===== config.mk =====
export PLATFORM = sky130hd
export DESIGN_NAME = instr_fetch_unit
export DESIGN_NICKNAME = d
export VERILOG_FILES = /design/src/rtl/riscv_pkg.sv /design/src/rtl/pc_next_logic.sv /design/src/rtl/instr_fetch_unit.sv
export SDC_FILE = /design/constraint.sdc
export NUM_CORES = 1
export LEC_CHECK = 0
export BUFFER_PORTS_ARGS = -buffer_cell sky130_fd_sc_hd__buf_2
export CORE_ASPECT_RATIO = 1.75
export CORE_MARGIN = 8
export CORE_UTILIZATION = 52
export CTS_CLUSTER_DIAMETER = 30
export DETAILED_ROUTE_END_ITERATION = 8
export PLACE_DENSITY = 0.91
export SYNTH_ARGS = -nofsm -noshare
export SYNTH_HDL_FRONTEND = slang
export SYNTH_HIERARCHICAL = 1
export SYNTH_SLANG_ARGS = --single-unit

===== constraint.sdc =====
create_clock -name clk -period 5.2 [get_ports clk]
set_clock_uncertainty 0.05 [all_clocks]
set_input_delay 0.26 -clock clk [delete_from_list [all_inputs] [get_ports clk]]
set_output_delay 0.26 -clock clk [all_outputs]
set_load 0.02 [all_outputs]

===== src/rtl/riscv_pkg.sv =====
// rtl/riscv_pkg.sv - fetch FSM states, NOP encoding and opcodes shared with Main_Decoder
package riscv_pkg;

    typedef enum logic [1:0] {
        IDLE  = 2'd0,
        REQ   = 2'd1,
        VALID = 2'd2,
        DROP  = 2'd3
    } fetch_state_t;

    localparam logic [31:0] NOP_INSTR = 32'h0000_0013;
    localparam int          OPCODE_W  = 7;

    localparam logic [OPCODE_W-1:0] OPC_LOAD   = 7'b0000011;
    localparam logic [OPCODE_W-1:0] OPC_OP_IMM = 7'b0010011;
    localparam logic [OPCODE_W-1:0] OPC_AUIPC  = 7'b0010111;
    localparam logic [OPCODE_W-1:0] OPC_STORE  = 7'b0100011;
    localparam logic [OPCODE_W-1:0] OPC_OP     = 7'b0110011;
    localparam logic [OPCODE_W-1:0] OPC_LUI    = 7'b0110111;
    localparam logic [OPCODE_W-1:0] OPC_BRANCH = 7'b1100011;
    localparam logic [OPCODE_W-1:0] OPC_JALR   = 7'b1100111;
    localparam logic [OPCODE_W-1:0] OPC_JAL    = 7'b1101111;
    localparam logic [OPCODE_W-1:0] OPC_SYSTEM = 7'b1110011;

endpackage


===== src/rtl/pc_next_logic.sv =====
// rtl/pc_next_logic.sv - next-PC select (flush / branch target / +4) and pc+4 adder
module pc_next_logic #(
    parameter int XLEN = 32
) (
    input  logic [XLEN-1:0] pc_i,
    input  logic            flush_i,
    input  logic [XLEN-1:0] flush_pc_i,
    input  logic            pc_src_i,
    input  logic [XLEN-1:0] pc_target_i,
    output logic [XLEN-1:0] pc_d_o,
    output logic [XLEN-1:0] pc_plus4_o
);

    localparam logic [XLEN-1:0] ALIGN_MASK = ~XLEN'(3);

    assign pc_plus4_o = pc_i + XLEN'(4);

    // Redirect targets are word-aligned by masking so pc[1:0] never leaves zero.
    always_comb begin
        pc_d_o = pc_plus4_o;
        if (flush_i) begin
            pc_d_o = flush_pc_i & ALIGN_MASK;
        end else if (pc_src_i) begin
            pc_d_o = pc_target_i & ALIGN_MASK;
        end
    end

endmodule


===== src/rtl/instr_fetch_unit.sv =====
// rtl/instr_fetch_unit.sv - PC owner and single-outstanding instruction fetch stage
module instr_fetch_unit
    import riscv_pkg::*;
#(
    parameter int              XLEN     = 32,
    parameter logic [XLEN-1:0] RESET_PC = '0
) (
    input  logic                clk,
    input  logic                rst_n,
    output logic                imem_req,
    output logic [XLEN-1:0]     imem_addr,
    input  logic                imem_rvalid,
    input  logic [31:0]         imem_rdata,
    output logic                instr_valid,
    input  logic                instr_ready,
    output logic [31:0]         instr,
    output logic [OPCODE_W-1:0] op,
    output logic [XLEN-1:0]     pc,
    output logic [XLEN-1:0]     pc_plus4,
    input  logic                pc_src,
    input  logic [XLEN-1:0]     pc_target,
    input  logic                flush,
    input  logic [XLEN-1:0]     flush_pc
);

    fetch_state_t    state_q;
    logic [XLEN-1:0] pc_q;
    logic [XLEN-1:0] pc_d;
    logic [XLEN-1:0] fetch_addr_q;
    logic [31:0]     instr_q;
    logic            req_q;
    logic            valid_q;

    pc_next_logic #(.XLEN(XLEN)) u_pc_next (
        .pc_i        (pc_q),
        .flush_i     (flush),
        .flush_pc_i  (flush_pc),
        .pc_src_i    (pc_src),
        .pc_target_i (pc_target),
        .pc_d_o      (pc_d),
        .pc_plus4_o  (pc_plus4)
    );

    always_ff @(posedge clk or negedge rst_n) begin
        if (!rst_n) begin
            state_q      <= IDLE;
            pc_q         <= RESET_PC;
            fetch_addr_q <= RESET_PC;
            instr_q      <= NOP_INSTR;
            req_q        <= 1'b0;
            valid_q      <= 1'b0;
        end else begin
            case (state_q)
                IDLE: begin
                    state_q <= REQ;
                    req_q   <= 1'b1;
                end
                REQ: begin
                    fetch_addr_q <= pc_q;
                    if (flush) begin
                        // A flush with data in the same cycle lets us reissue at once;
                        // otherwise the in-flight response still has to be drained.
                        pc_q    <= pc_d;
                        state_q <= imem_rvalid ? REQ : DROP;
                    end else if (imem_rvalid) begin
                        instr_q <= imem_rdata;
                        state_q <= VALID;
                        req_q   <= 1'b0;
                        valid_q <= 1'b1;
                    end
                end
                VALID: begin
                    if (flush || instr_ready) begin
                        pc_q    <= pc_d;
                        state_q <= REQ;
                        req_q   <= 1'b1;
                        valid_q <= 1'b0;
                    end
                end
                DROP: begin
                    if (flush) begin
                        pc_q <= pc_d;
                    end
                    if (imem_rvalid) begin
                        state_q <= REQ;
                    end
                end
                default: begin
                    state_q <= IDLE;
                    req_q   <= 1'b0;
                    valid_q <= 1'b0;
                end
            endcase
        end
    end

    assign imem_req    = req_q;
    assign imem_addr   = (state_q == DROP) ? fetch_addr_q : pc_q;
    assign instr_valid = valid_q;
    assign instr       = instr_q;
    assign op          = instr_q[OPCODE_W-1:0];
    assign pc          = pc_q;

endmodule


==> metrics.yaml <==
dp_hpwl_microns: 13100
cts_buffer_depth: 2
p_per_area_nw_per_um2: 502
relSlewSlack: 0.294
synthTopCellsByArea: "dfrtp_1 (43%), mux2_2 (20%), mux2_4 (8.0%)"
critPathKind: "register to primary output"
netlist-cell-type-count: 53
synth_edf_count: 0
yosys_warnings: 6
grt_max_degree: 60
area_delta_synth_final_pct: 26.2
portBuffers: 234
yosysTopAreaCell: "dfrtp_1"
final.setup.worst_slack_ps: 2170
synth_area_sq_um: 5650
ir_drop_mv: 0.316
grt_pass1_vias: 5286
die_area_sq_um: 14600
seq_area_frac_synth: 0.444
first_pass_iters: 4
synth_fp_nets: 572
fillers: 815
p_leak_nw: 3.53
finalHoldViolCount: 0
worstPathMaxFanout: 9
worstMarginPinSlew_ps: 1060
wirelength_microns: 16900
synth_common_cells: "mux2_2 (98), dfrtp_1 (97), mux2_4 (30)"
drive_above_1_share: 0.580
timing.critical_path.to_type: "primary output"
drc: 0
num-nets-final: 788
htreeDepth: 3
synth.most_common_cell: "mux2_2"
core_sq_um: 10600
grt_pass1_wl_microns: 26400
worstPathArrival_ps: 2720
outcome: "completed"
ant_nets: 0
gr-total-overflow: 0
cts.sinks: 100
period_share: 0.582
io_pins: 239
std_cell_rows: 50
initial_core_util: 0.531
synthCells: 469
num_antenna_cells: 0
fp.dieW_microns: 94.8
min_period_ps: 3030
viasPerCell: 5.70
drv_slew: 0
min_path_type: "input pin to register"
antenna_found_initial: 1
clk_latency_ps: 340
required_ps: 4890
post-place-ws_ps: 2500
cts_tree: "done"
ys_seq_elements: 100
tns_ps: 0
setup_viol: 0
gp_congestion: 0.804
clock.fmax_ghz: 0.331
crit_path_start_kind: "register"
synthFlopType: "dfrtp_1"
rsz0062_at_grt: "false"
synth_top_area_share: 0.430
cts.clk_slew.worst_paths_ps: 70
route.vias.total: 4670
syn_area_per_cell_sq_um: 12.0
power_mw: 3.58
wl_per_cell_microns: 20.6
cap_violations: 0
cts-resized-gates: 0
grtUsageTotal: 0.231
async_flop_share: 1.00
cts_buffers: 9
cts-root-buf: "clkbuf_16"
die_h_microns: 154
drtIter0Drc: 112
where the power goes:
part | leakage [nW] | switching [mW] | internal [mW]
clock | 0.153 | 0.307 | 0.382
sequential | 1.18 | 0.256 | 1.04
combinational | 2.19 | 0.908 | 0.686
sequential cells by signal, summed over array words and instances (netlist names):
name / cells
pc: 32
fetch_addr_q: 32
imem_req: 1
state_q: 2
instr: 32
instr_valid: 1
metrics by stage:
| step | util | hold slack, ps | cells | area [sq um] |
|---|---|---|---|---|
| floorplan | - | -85.6 | 469 | 5650 |
| finish | 0.670 | 99.8 | 820 | 7130 |
| global route | 0.670 | 97.3 | 820 | 7130 |
| global placement | 0.640 | 226 | 803 | 6810 |
| detailed placement | 0.640 | 236 | 803 | 6810 |
| CTS | 0.670 | 88.7 | 820 | 7130 |
area by class of cell:
| class | count | area [sq um] | area share |
|---|---|---|---|
| Multi-Input combinational cell | 326 | 2910 | 0.408 |
| Sequential cell | 100 | 2510 | 0.352 |
| Timing Repair Buffer | 238 | 1210 | 0.169 |
| Clock buffer | 9 | 225 | 0.0316 |
| Tap cell | 130 | 163 | 0.0228 |
| Clock inverter | 7 | 83.8 | 0.0118 |
| Inverter | 10 | 37.5 | 0.00527 |
routing by layer:
layer	share of wire	GRT usage
met2	0.54	0.421
met3	0.074	0.0624
met1	0.35	0.230
met5	0.00077	0
met4	0.034	0.108
critical path, cell delays in order (launching register included):
cell	delay, ps
dfrtp_1	510
ha_1	310
nand4_1	320
nor4_4	510
a41oi_1	210
or2_2	350
buf_2	170
cells in the final DEF (no fill, tap or decap), types with 4 or more instances in the layout:
cell / count
nor4_1: 4
mux2_2: 98
or2_2: 4
a21o_1: 6
nor2_1: 17
clkbuf_16: 9
mux2i_1: 9
nand2_1: 27
xor2_1: 7
o22ai_1: 7
inv_1: 10
nand2b_1: 5
mux2_4: 30
nand4_1: 7
dfrtp_1: 97
buf_4: 4
xnor2_1: 18
nor3_1: 6
nand3_1: 11
a22o_1: 7
o21ai_0: 18
buf_2: 233
kinds of logic (layout without fill, tap and decap cells):
group	Yosys count	count (layout)	share of synthesized area
DFF	100	100	0.444
adders and majority gates	1	1	0.00221
xor gates and xnor gates	25	25	0.0388
and+or+nand+nor	107	107	0.113
AOI/OAI and AO/OA	55	55	0.0669
muxes	138	138	0.293
buffers and inverters	43	264	0.0427
final timing paths:
check	start	end	slack [ps]	depth (start not counted)
min reg2reg	fetch_addr_q[14]	fetch_addr_q[14]	460	1
max reg2reg	pc[2]	pc[19]	2480	6
min	imem_rdata[18]	instr[18]	100	2
min in group asynchronous	rst_n	fetch_addr_q[6]	400	2
max	pc[2]	pc_plus4[28]	2170	6
max in group asynchronous	rst_n	pc[2]	3550	3
timing repair:
action | in CTS | in global routing
hold buffers | 1 | 0
hold endpoints to repair | 41 | 0
setup buffers | 0 | 0
Power figures use the tool's default switching activity.
